`src/rtl/quad_position_counter_if.sv`:
```
// quad_position_counter_if: step/control inputs and position/speed outputs of the counter.
// Latency: n/a (wiring only).
// Backpressure: none; the counter accepts one step per clk with no stall.
// Ports (master = producer of steps and controls, slave = counter):
//   cnt_en, dir, clear, load, load_val            master -> slave
//   position, wrap_up, wrap_dn, speed,
//   speed_valid, spd_sat                          slave -> master
interface quad_position_counter_if #(
  parameter int POS_W = 16,
  parameter int SPD_W = 16
) ();
  logic             cnt_en;
  logic             dir;
  logic             clear;
  logic             load;
  logic [POS_W-1:0] load_val;
  logic [POS_W-1:0] position;
  logic             wrap_up;
  logic             wrap_dn;
  logic [SPD_W-1:0] speed;
  logic             speed_valid;
  logic             spd_sat;

  modport master (
    output cnt_en, dir, clear, load, load_val,
    input  position, wrap_up, wrap_dn, speed, speed_valid, spd_sat
  );

  modport slave (
    input  cnt_en, dir, clear, load, load_val,
    output position, wrap_up, wrap_dn, speed, speed_valid, spd_sat
  );
endinterface

```
`src/rtl/quad_position_counter.sv`:
```
// quad_position_counter: wrap-around position count plus signed net-steps-per-window speed.
// Latency: 1 clk from step/clear/load to position and wrap pulses; speed lands 1 clk after the terminal gate cycle.
// Backpressure: none; every cnt_en cycle is a step, back-to-back steps all count.
// Ports:
//   clk, rst      clock and synchronous active-high reset
//   bus (slave)   cnt_en/dir step strobe, clear/load/load_val position controls;
//                 position, wrap_up/wrap_dn pulses, speed/speed_valid/spd_sat window result
module quad_position_counter #(
  parameter int POS_W       = 16,
  parameter int SPD_W       = 16,
  parameter int GATE_CYCLES = 50000
) (
  input  logic                          clk,
  input  logic                          rst,
  quad_position_counter_if.slave        bus
);

  localparam int GW = (GATE_CYCLES > 2) ? $clog2(GATE_CYCLES) : 1;

  localparam logic [POS_W-1:0] POS_MAX   = {POS_W{1'b1}};
  localparam logic [POS_W-1:0] POS_ONE   = POS_W'(1);
  localparam logic [SPD_W-1:0] SPD_MAX   = {1'b0, {(SPD_W-1){1'b1}}};
  localparam logic [SPD_W-1:0] SPD_MIN   = {1'b1, {(SPD_W-1){1'b0}}};
  localparam logic [SPD_W-1:0] SPD_ONE   = SPD_W'(1);
  localparam logic [GW-1:0]    GATE_LAST = GW'(GATE_CYCLES - 1);
  localparam logic [GW-1:0]    GATE_ONE  = GW'(1);

  logic [POS_W-1:0] position;
  logic             wrap_up;
  logic             wrap_dn;
  logic [SPD_W-1:0] speed;
  logic             speed_valid;
  logic             spd_sat;

  logic [SPD_W-1:0] acc;
  logic [SPD_W-1:0] acc_nx;
  logic             sat_now;
  logic             win_sat;
  logic [GW-1:0]    gate;
  logic             terminal;
  logic             step_only;

  // Only a step that actually moves the position may produce a wrap pulse.
  assign step_only = bus.cnt_en & ~bus.clear & ~bus.load;
  assign terminal  = (gate == GATE_LAST);

  // Saturating accumulator update; the accumulator sees every step,
  // including ones that clear/load drop from the position.
  always_comb begin
    acc_nx  = acc;
    sat_now = 1'b0;
    if (bus.cnt_en) begin
      if (bus.dir) begin
        if (acc == SPD_MAX) sat_now = 1'b1;
        else                acc_nx  = acc + SPD_ONE;
      end else begin
        if (acc == SPD_MIN) sat_now = 1'b1;
        else                acc_nx  = acc - SPD_ONE;
      end
    end
  end

  always_ff @(posedge clk) begin
    if (rst) begin
      position    <= '0;
      wrap_up     <= 1'b0;
      wrap_dn     <= 1'b0;
      speed       <= '0;
      speed_valid <= 1'b0;
      spd_sat     <= 1'b0;
      acc         <= '0;
      win_sat     <= 1'b0;
      gate        <= '0;
    end else begin
      wrap_up <= step_only &  bus.dir & (position == POS_MAX);
      wrap_dn <= step_only & ~bus.dir & (position == '0);

      if (bus.clear)       position <= '0;
      else if (bus.load)   position <= bus.load_val;
      else if (bus.cnt_en) position <= bus.dir ? position + POS_ONE : position - POS_ONE;

      speed_valid <= terminal;
      if (terminal) begin
        // Terminal cycle's own step is folded into the published result.
        speed   <= acc_nx;
        spd_sat <= win_sat | sat_now;
        acc     <= '0;
        win_sat <= 1'b0;
        gate    <= '0;
      end else begin
        acc     <= acc_nx;
        win_sat <= win_sat | sat_now;
        gate    <= gate + GATE_ONE;
      end
    end
  end

  assign bus.position    = position;
  assign bus.wrap_up     = wrap_up;
  assign bus.wrap_dn     = wrap_dn;
  assign bus.speed       = speed;
  assign bus.speed_valid = speed_valid;
  assign bus.spd_sat     = spd_sat;

endmodule
```
`src/flat_wrapper.sv`:
```
// flat-port wrapper written by rule: the top's interface ports become plain ports
module quad_position_counter_flat 
#(
  parameter int POS_W       = 16,
  parameter int SPD_W       = 16,
  parameter int GATE_CYCLES = 50000
)
  (clk, rst, bus_cnt_en, bus_dir, bus_clear, bus_load, bus_load_val, bus_position, bus_wrap_up, bus_wrap_dn, bus_speed, bus_speed_valid, bus_spd_sat);
  quad_position_counter_if #(.POS_W(POS_W), .SPD_W(SPD_W)) bus_i ();
  input  logic clk;
  input  logic rst;
  input wire logic [$bits(bus_i.cnt_en)-1:0] bus_cnt_en;
  input wire logic [$bits(bus_i.dir)-1:0] bus_dir;
  input wire logic [$bits(bus_i.clear)-1:0] bus_clear;
  input wire logic [$bits(bus_i.load)-1:0] bus_load;
  input wire logic [$bits(bus_i.load_val)-1:0] bus_load_val;
  output wire logic [$bits(bus_i.position)-1:0] bus_position;
  output wire logic [$bits(bus_i.wrap_up)-1:0] bus_wrap_up;
  output wire logic [$bits(bus_i.wrap_dn)-1:0] bus_wrap_dn;
  output wire logic [$bits(bus_i.speed)-1:0] bus_speed;
  output wire logic [$bits(bus_i.speed_valid)-1:0] bus_speed_valid;
  output wire logic [$bits(bus_i.spd_sat)-1:0] bus_spd_sat;
  assign bus_i.cnt_en = bus_cnt_en;
  assign bus_i.dir = bus_dir;
  assign bus_i.clear = bus_clear;
  assign bus_i.load = bus_load;
  assign bus_i.load_val = bus_load_val;
  assign bus_position = bus_i.position;
  assign bus_wrap_up = bus_i.wrap_up;
  assign bus_wrap_dn = bus_i.wrap_dn;
  assign bus_speed = bus_i.speed;
  assign bus_speed_valid = bus_i.speed_valid;
  assign bus_spd_sat = bus_i.spd_sat;
  quad_position_counter #(.POS_W(POS_W), .SPD_W(SPD_W), .GATE_CYCLES(GATE_CYCLES)) u_core (.clk(clk), .rst(rst), .bus(bus_i));
endmodule
```
`config.mk`:
```
export PLATFORM = sky130hd
export DESIGN_NAME = quad_position_counter_flat
export DESIGN_NICKNAME = d
export VERILOG_FILES = /design/src/rtl/quad_position_counter_if.sv /design/src/rtl/quad_position_counter.sv /design/src/flat_wrapper.sv
export SDC_FILE = /design/constraint.sdc
export NUM_CORES = 1
export LEC_CHECK = 0
export ABC_AREA = 1
export CAP_MARGIN = 20
export CORE_UTILIZATION = 43
export CTS_CLUSTER_DIAMETER = 120
export DETAILED_ROUTE_END_ITERATION = 16
export SKIP_CTS_REPAIR_TIMING = 1
export SLEW_MARGIN = 10
export SYNTH_ARGS = -nofsm -noshare
export SYNTH_HDL_FRONTEND = slang
export SYNTH_SLANG_ARGS = --single-unit
```
`constraint.sdc`:
```
create_clock -name clk -period 1.9 [get_ports clk]
set_input_delay 0.19 -clock clk [delete_from_list [all_inputs] [get_ports clk]]
set_output_delay 0.19 -clock clk [all_outputs]
set_load 0.05 [all_outputs]
```
==> results of run 1 <==
## layout make-up
| class | instances | area share |
|---|---|---|
| sequential | 69 | 0.2334 |
| clock inverter | 7 | 0.008418 |
| timing repair inverter | 1 | 0.001263 |
| timing repair buffer | 101 | 0.1591 |
| inverter | 74 | 0.04735 |
| clock buffer | 9 | 0.02083 |
| multi-input combinational | 576 | 0.5011 |
| tap | 136 | 0.02862 |
## power breakdown
group	switching, uW	internal (uW)
Sequential	77.8	1500
Clock	642	474
Combinational	587	398
## path summary, 6_finish.rpt
path / start / end / cells after the start
worst min register to register: u_core.gate[0] / u_core.gate[0] / 1
worst min-delay path: bus_load_val[3] / u_core.bus.position[3] / 3
worst max register to register: u_core.bus.position[0] / u_core.bus.position[12] / 9
worst max-delay path: u_core.bus.position[11] / bus_position[11] / 1
## stage by stage
step | setup TNS (ns) | area, um^2 | utilization
4_1_cts | -0.2412 | 5766 | 0.5535
5_1_grt | -0.07039 | 5946 | 0.5708
3_5_place_dp | -3.590 | 5592 | 0.5368
3_3_place_gp | -3.108 | 5592 | 0.5368
2_1_floorplan | 0 | 4657 | -
6_report | 0 | 5946 | 0.5708
## layer usage
layer  track usage  part of all wire  vias to the layer above  wire length, um
li1              -                 -                     2608                -
met1        0.3435              0.50                     2319             6866
met2        0.3861              0.44                      115             6018
met3       0.03924             0.044                       24              607
met4        0.1300             0.023                        0              323
met5             0                 0                        -                0
## cell families after synthesis
| group | share of synthesized area |
|---|---|
| xor gates and xnor gates | 0.03011 |
| AOI/OAI and AO/OA | 0.1164 |
| buffers and inverters | 0.08790 |
| adders and majority gates | 0.05269 |
| and+or+nand+nor | 0.4161 |
| DFF | 0.2968 |
## state kept, by name, indices dropped and copies added (netlist names)
signal,cells
u_core.bus.wrap_dn,1
u_core.gate,16
u_core.bus.speed_valid,1
u_core.acc,16
u_core.bus.wrap_up,1
u_core.bus.speed,16
u_core.bus.position,16
u_core.bus.spd_sat,1
u_core.win_sat,1
## placed cells by master, fill, tap and decap left out, drive strengths merged, types with 5 or more instances in the layout
master | netlist | layout
nand2 | 249 | 249
nor2 | 76 | 76
inv | 74 | 74
dfxtp | 69 | 69
nand3 | 66 | 66
a21oi | 54 | 54
clkdlybuf4s50 | 0 | 49
buf | 13 | 44
o21ai | 28 | 28
nand4 | 22 | 22
ha | 18 | 18
xor2 | 14 | 14
nor3 | 12 | 12
a22oi | 11 | 11
nor4 | 11 | 11
clkbuf | 13 | 9
dlymetal6s2s | 0 | 8
clkinvlp | 0 | 5
==> results.json, run 1 <==
{
  "synthesis.area_per_instance_um2": 6.248,
  "hp-class": "input pin to register",
  "grt_usage": 0.2527,
  "critical_path_buf_inv_count": 1,
  "port_buffers": 57,
  "area_of_the_placeable_core_um2": 10420,
  "min_period_ns": 1.861,
  "num-fill-cells": 1025,
  "post-layout-total-power_uw": 3675,
  "grt_overflow": 0,
  "clkTransAtPathRegs_ns": 0.08,
  "tritoncts_clock_tree": "done",
  "num_io_pins": 58,
  "syn-num-nets": 786,
  "post_route_cells_drive_above_1_share": 0.1278,
  "cts_root_buf": "sky130_fd_sc_hd__clkbuf_8",
  "run_status": "completed",
  "fin_cells": 973,
  "synth_flop_cell": "sky130_fd_sc_hd__dfxtp_1",
  "maximum_number_of_pins_on_one_net_before_global_route_repair": 31,
  "worst_clock_skew_ns": 0.01002,
  "die_width_um": 106.0,
  "hold-worst-slack_ns": 0.4080,
  "layout_worst_path_cycle_share": 0.9797,
  "preCtsSetupSlack_ns": -0.3500,
  "synth_top_area_frac": 0.2968,
  "critical_path.slowest_cell": "sky130_fd_sc_hd__clkdlybuf4s50_1",
  "cts_buffers": 9,
  "post_synthesis_instance_area_um2": 4654,
  "netlist_instances": 745,
  "end_kind": "output pin",
  "synth_edf_count": 0,
  "syn2layout_area_growth_pct": 27.74,
  "critical_path.max_stage_delay_ns": 0.85,
  "clock_tree_buf_depth": 2,
  "first_pass_grt_wire_length_mm": 22.40,
  "pwr_density_cell_nw_per_um2": 618.0,
  "routabilityCongestion": 0.9323,
  "synth_common_cells": "245 x sky130_fd_sc_hd__nand2_1, 73 x sky130_fd_sc_hd__inv_1, 69 x sky130_fd_sc_hd__dfxtp_1",
  "clk-insertion-delay-late_ns": 0.37,
  "slew_margin_rel": 0.3192,
  "unrepaired_setup_endpoints_after_global_routing": "true",
  "antenna_left": 0,
  "ir_drop_mv": 0.5497,
  "crit_path_max_fanout": 4,
  "final_net_count": 873,
  "slew_violations": 0,
  "share_of_the_yosys_chip_area_belonging_to_registers": 0.2968,
  "postSynthRegisterBits": 69,
  "number_of_warnings_reported_in_the_yosys_synthesis_log": 0,
  "wl_per_cell_um": 14.20,
  "worst-endpoint-required_ns": 1.71,
  "total_leakage_power_uw": 0.002737,
  "hpwlAfterDp_mm": 10.12,
  "fp.dieH_um": 106.0,
  "h_tree_depth_reported_by_cts": 3,
  "ys_top_cells_by_area": "sky130_fd_sc_hd__dfxtp_1 30%, sky130_fd_sc_hd__nand2_1 20%, sky130_fd_sc_hd__nand3_1 6.9%, sky130_fd_sc_hd__inv_1 5.9%, sky130_fd_sc_hd__a21oi_1 5.8%",
  "ordered_cell_list_for_the_critical_path": "clkdlybuf4s50_1",
  "cp.arrival_ns": 1.67,
  "antenna_cells": 0,
  "floorplan.initialDensity": 0.4468,
  "fmaxAchievable_ghz": 0.5372,
  "synth.largest_area_cell": "sky130_fd_sc_hd__dfxtp_1",
  "drt-vias-per-instance": 5.207,
  "critical_path.top_delay_family": "buffers and inverters",
  "hold_viol": 0,
  "async_reset_ff_frac": 0,
  "finalWirelength_mm": 13.82,
  "setup.worst_path.start_class": "register",
  "max_cap_violations": 0,
  "area.sequential_um2": 1388,
  "dp_cells": 952,
  "r2r_setup_slack_ns": 0.12,
  "vias_in_the_first_global_route": 4815,
  "num_vias": 5066,
  "drcViolationCount": 0,
  "final_critical_path_setup_slack_ns": 0.03863,
  "design.die.area_um2": 11240,
  "setup_viol": 0,
  "yosys.cell_count.top_type": "sky130_fd_sc_hd__nand2_1",
  "initial_detailed_routing_violation_count": 314,
  "cts.sinks": 69,
  "tightestPinTransition_ns": 1.017,
  "synth.lib_cells_used.distinct": 35,
  "grt_antenna_before_repair": 0,
  "placementRows": 37,
  "multi_input_combinational_cell_area_um2": 2979,
  "criticalPathCategory": "register to output pin",
  "first_pass_iters": 5
}
Note: power is estimated with default switching activity, not from simulation.
==> inputs of run 2 (changes only) <==
--- a/config.mk
+++ b/config.mk
@@ -7,9 +7,10 @@
 export LEC_CHECK = 0
 export ABC_AREA = 1
 export CAP_MARGIN = 20
-export CORE_UTILIZATION = 43
+export CORE_UTILIZATION = 56
 export CTS_CLUSTER_DIAMETER = 120
 export DETAILED_ROUTE_END_ITERATION = 16
+export PLACE_DENSITY = 0.8
 export SKIP_CTS_REPAIR_TIMING = 1
 export SLEW_MARGIN = 10
 export SYNTH_ARGS = -nofsm -noshare
==> results.json, run 2 (synthesis gave the netlist of run 1 again) <==
{
  "crit_path_max_fanout": 5,
  "final_common_cell": "sky130_fd_sc_hd__nand2_1",
  "ordered_cell_list_for_the_critical_path": "clkdlybuf4s50_1",
  "routabilityCongestion": 0.9448,
  "holdPathStages": 1,
  "syn2layout_area_growth_pct": 28.17,
  "antenna_cells": 0,
  "hold_viol": 0,
  "grt_antenna_before_repair": 0,
  "pwr_density_cell_nw_per_um2": 621.9,
  "run_status": "completed",
  "cts_root_buf": "sky130_fd_sc_hd__clkbuf_8",
  "r2r_setup_slack_ns": 0.10,
  "placementRows": 32,
  "slew_violations": 0,
  "die_width_um": 93.17,
  "tritoncts_clock_tree": "done",
  "criticalPathCategory": "register to output pin",
  "wl_per_cell_um": 14.99,
  "floorplan.initialDensity": 0.5901,
  "multi_input_combinational_cell_area_um2": 3047,
  "num-fill-cells": 627,
  "p_sw_uw": 1329,
  "num_io_pins": 58,
  "port_buffers": 57,
  "first_pass_grt_wire_length_mm": 21.91,
  "final_net_count": 870,
  "r2r-start": "u_core.bus.position[1]",
  "post_route_cells_drive_above_1_share": 0.1343,
  "reg2reg_to": "u_core.bus.position[8]",
  "cp.arrival_ns": 1.69,
  "initial_detailed_routing_violation_count": 431,
  "critical_path.slowest_cell": "sky130_fd_sc_hd__clkdlybuf4s50_1",
  "cts_buffers": 9,
  "slew_margin_rel": 0.3873,
  "drt-vias-per-instance": 5.659,
  "total_leakage_power_uw": 0.002714,
  "max_cap_violations": 0,
  "h_tree_depth_reported_by_cts": 3,
  "r2r.worst_path.cells": 9,
  "critical_path.top_delay_family": "buffers and inverters",
  "mostFrequentLayoutCells": "242 x sky130_fd_sc_hd__nand2_1, 70 x sky130_fd_sc_hd__inv_1, 67 x sky130_fd_sc_hd__nor2_1",
  "setup.worst_path.start_class": "register",
  "clkTransAtPathRegs_ns": 0.08,
  "worst-endpoint-required_ns": 1.71,
  "area.sequential_um2": 1390,
  "clk-insertion-delay-late_ns": 0.36,
  "grt_overflow": 0,
  "fmaxAchievable_ghz": 0.5309,
  "p_sw_frac": 0.3584,
  "post-layout-total-power_uw": 3710,
  "area_of_the_placeable_core_um2": 7888,
  "ir_drop_mv": 0.3841,
  "intPower_uw": 2380,
  "fp.dieH_um": 93.17,
  "layout_worst_path_cycle_share": 0.9914,
  "critical_path_buf_inv_count": 1,
  "setup_viol": 0,
  "end_kind": "output pin",
  "worst_hold_startpoint": "u_core.gate[0]",
  "share_comb_of_total_power": 0.271,
  "hpwlAfterDp_mm": 10.03,
  "clkPwrFrac": 0.302,
  "postPlaceCellArea_um2": 5534,
  "tightestPinTransition_ns": 0.9156,
  "grt_usage": 0.3181,
  "cts.sinks": 69,
  "first_pass_iters": 5,
  "antenna_left": 0,
  "share_seq_of_total_power": 0.426,
  "final_critical_path_setup_slack_ns": 0.01637,
  "drcViolationCount": 0,
  "preCtsSetupSlack_ns": -0.3084,
  "fin_util": 0.7563,
  "clock_tree_buf_depth": 2,
  "design.die.area_um2": 8680,
  "finalWirelength_mm": 14.03,
  "critical_path.max_stage_delay_ns": 0.86,
  "worst_clock_skew_ns": 0.01712,
  "maximum_number_of_pins_on_one_net_before_global_route_repair": 31,
  "min_delay_worst_endpoint": "u_core.gate[0]",
  "vias_in_the_first_global_route": 4805,
  "stdcell_area_um2": 5966,
  "hp-class": "register to register",
  "num_vias": 5297,
  "min_period_ns": 1.884
}
[run 2: cell types whose count changed in the layout (fill, tap and decap cells not counted), sizes merged]
| cell | change |
|---|---|
| clkinv | -1 |
| dlymetal6s2s | -1 |
| buf | -4 |
| clkbuf | +1 |
| clkdlybuf4s50 | +1 |
| inv | +1 |
[run 2: routing by layer]
layer	global-route usage	up-vias	share of wire	routed length [um]
li1	-	2610	-	-
met1	0.4217	2425	0.46	6399
met2	0.5202	223	0.45	6366
met3	0.04715	39	0.064	896
met4	0.1192	0	0.026	369
met5	0	-	0	0
[run 2: worst max-delay path by stage]
stage,startpoint,to,slack (ns),cells past startpoint
6_report,u_core.bus.position[13],bus_position[13],0.02,1
5_1_grt,u_core.bus.position[1],u_core.bus.position[8],-0.03,9
4_1_cts,u_core.gate[0],u_core.gate[11],-0.11,10
3_5_place_dp,bus_dir,u_core.bus.position[8],-0.31,12
3_3_place_gp,bus_dir,u_core.bus.position[14],-0.28,13
2_1_floorplan,u_core.bus.position[7],u_core.bus.position[13],0.008,10
[run 2: area by class of cell]
class                      count  share of cell area
timing repair inverter         1            0.001258
multi-input combinational    576              0.5107
clock inverter                 7            0.008389
clock buffer                   9             0.02076
inverter                      74             0.04719
tap                          102             0.02139
sequential                    69              0.2330
timing repair buffer          98              0.1573
[run 2: through the flow]
step           instances  hold WS, ns  setup TNS (ns)
6_report             936       0.4176               0
5_1_grt              936       0.4322        -0.04220
4_1_cts              932       0.4140         -0.1926
3_5_place_dp         916       0.4383          -3.549
3_3_place_gp         916       0.4286          -2.965
2_1_floorplan        745       0.3559               0
[run 2: power by group through the flow]
stage	Clock, uW	Sequential (uW)	Combinational, uW
2_1_floorplan	0	1620	606
3_3_place_gp	0	1600	899
3_5_place_dp	0	1610	923
4_1_cts	1130	1570	928
5_1_grt	1190	1590	1110
6_report	1120	1580	1010
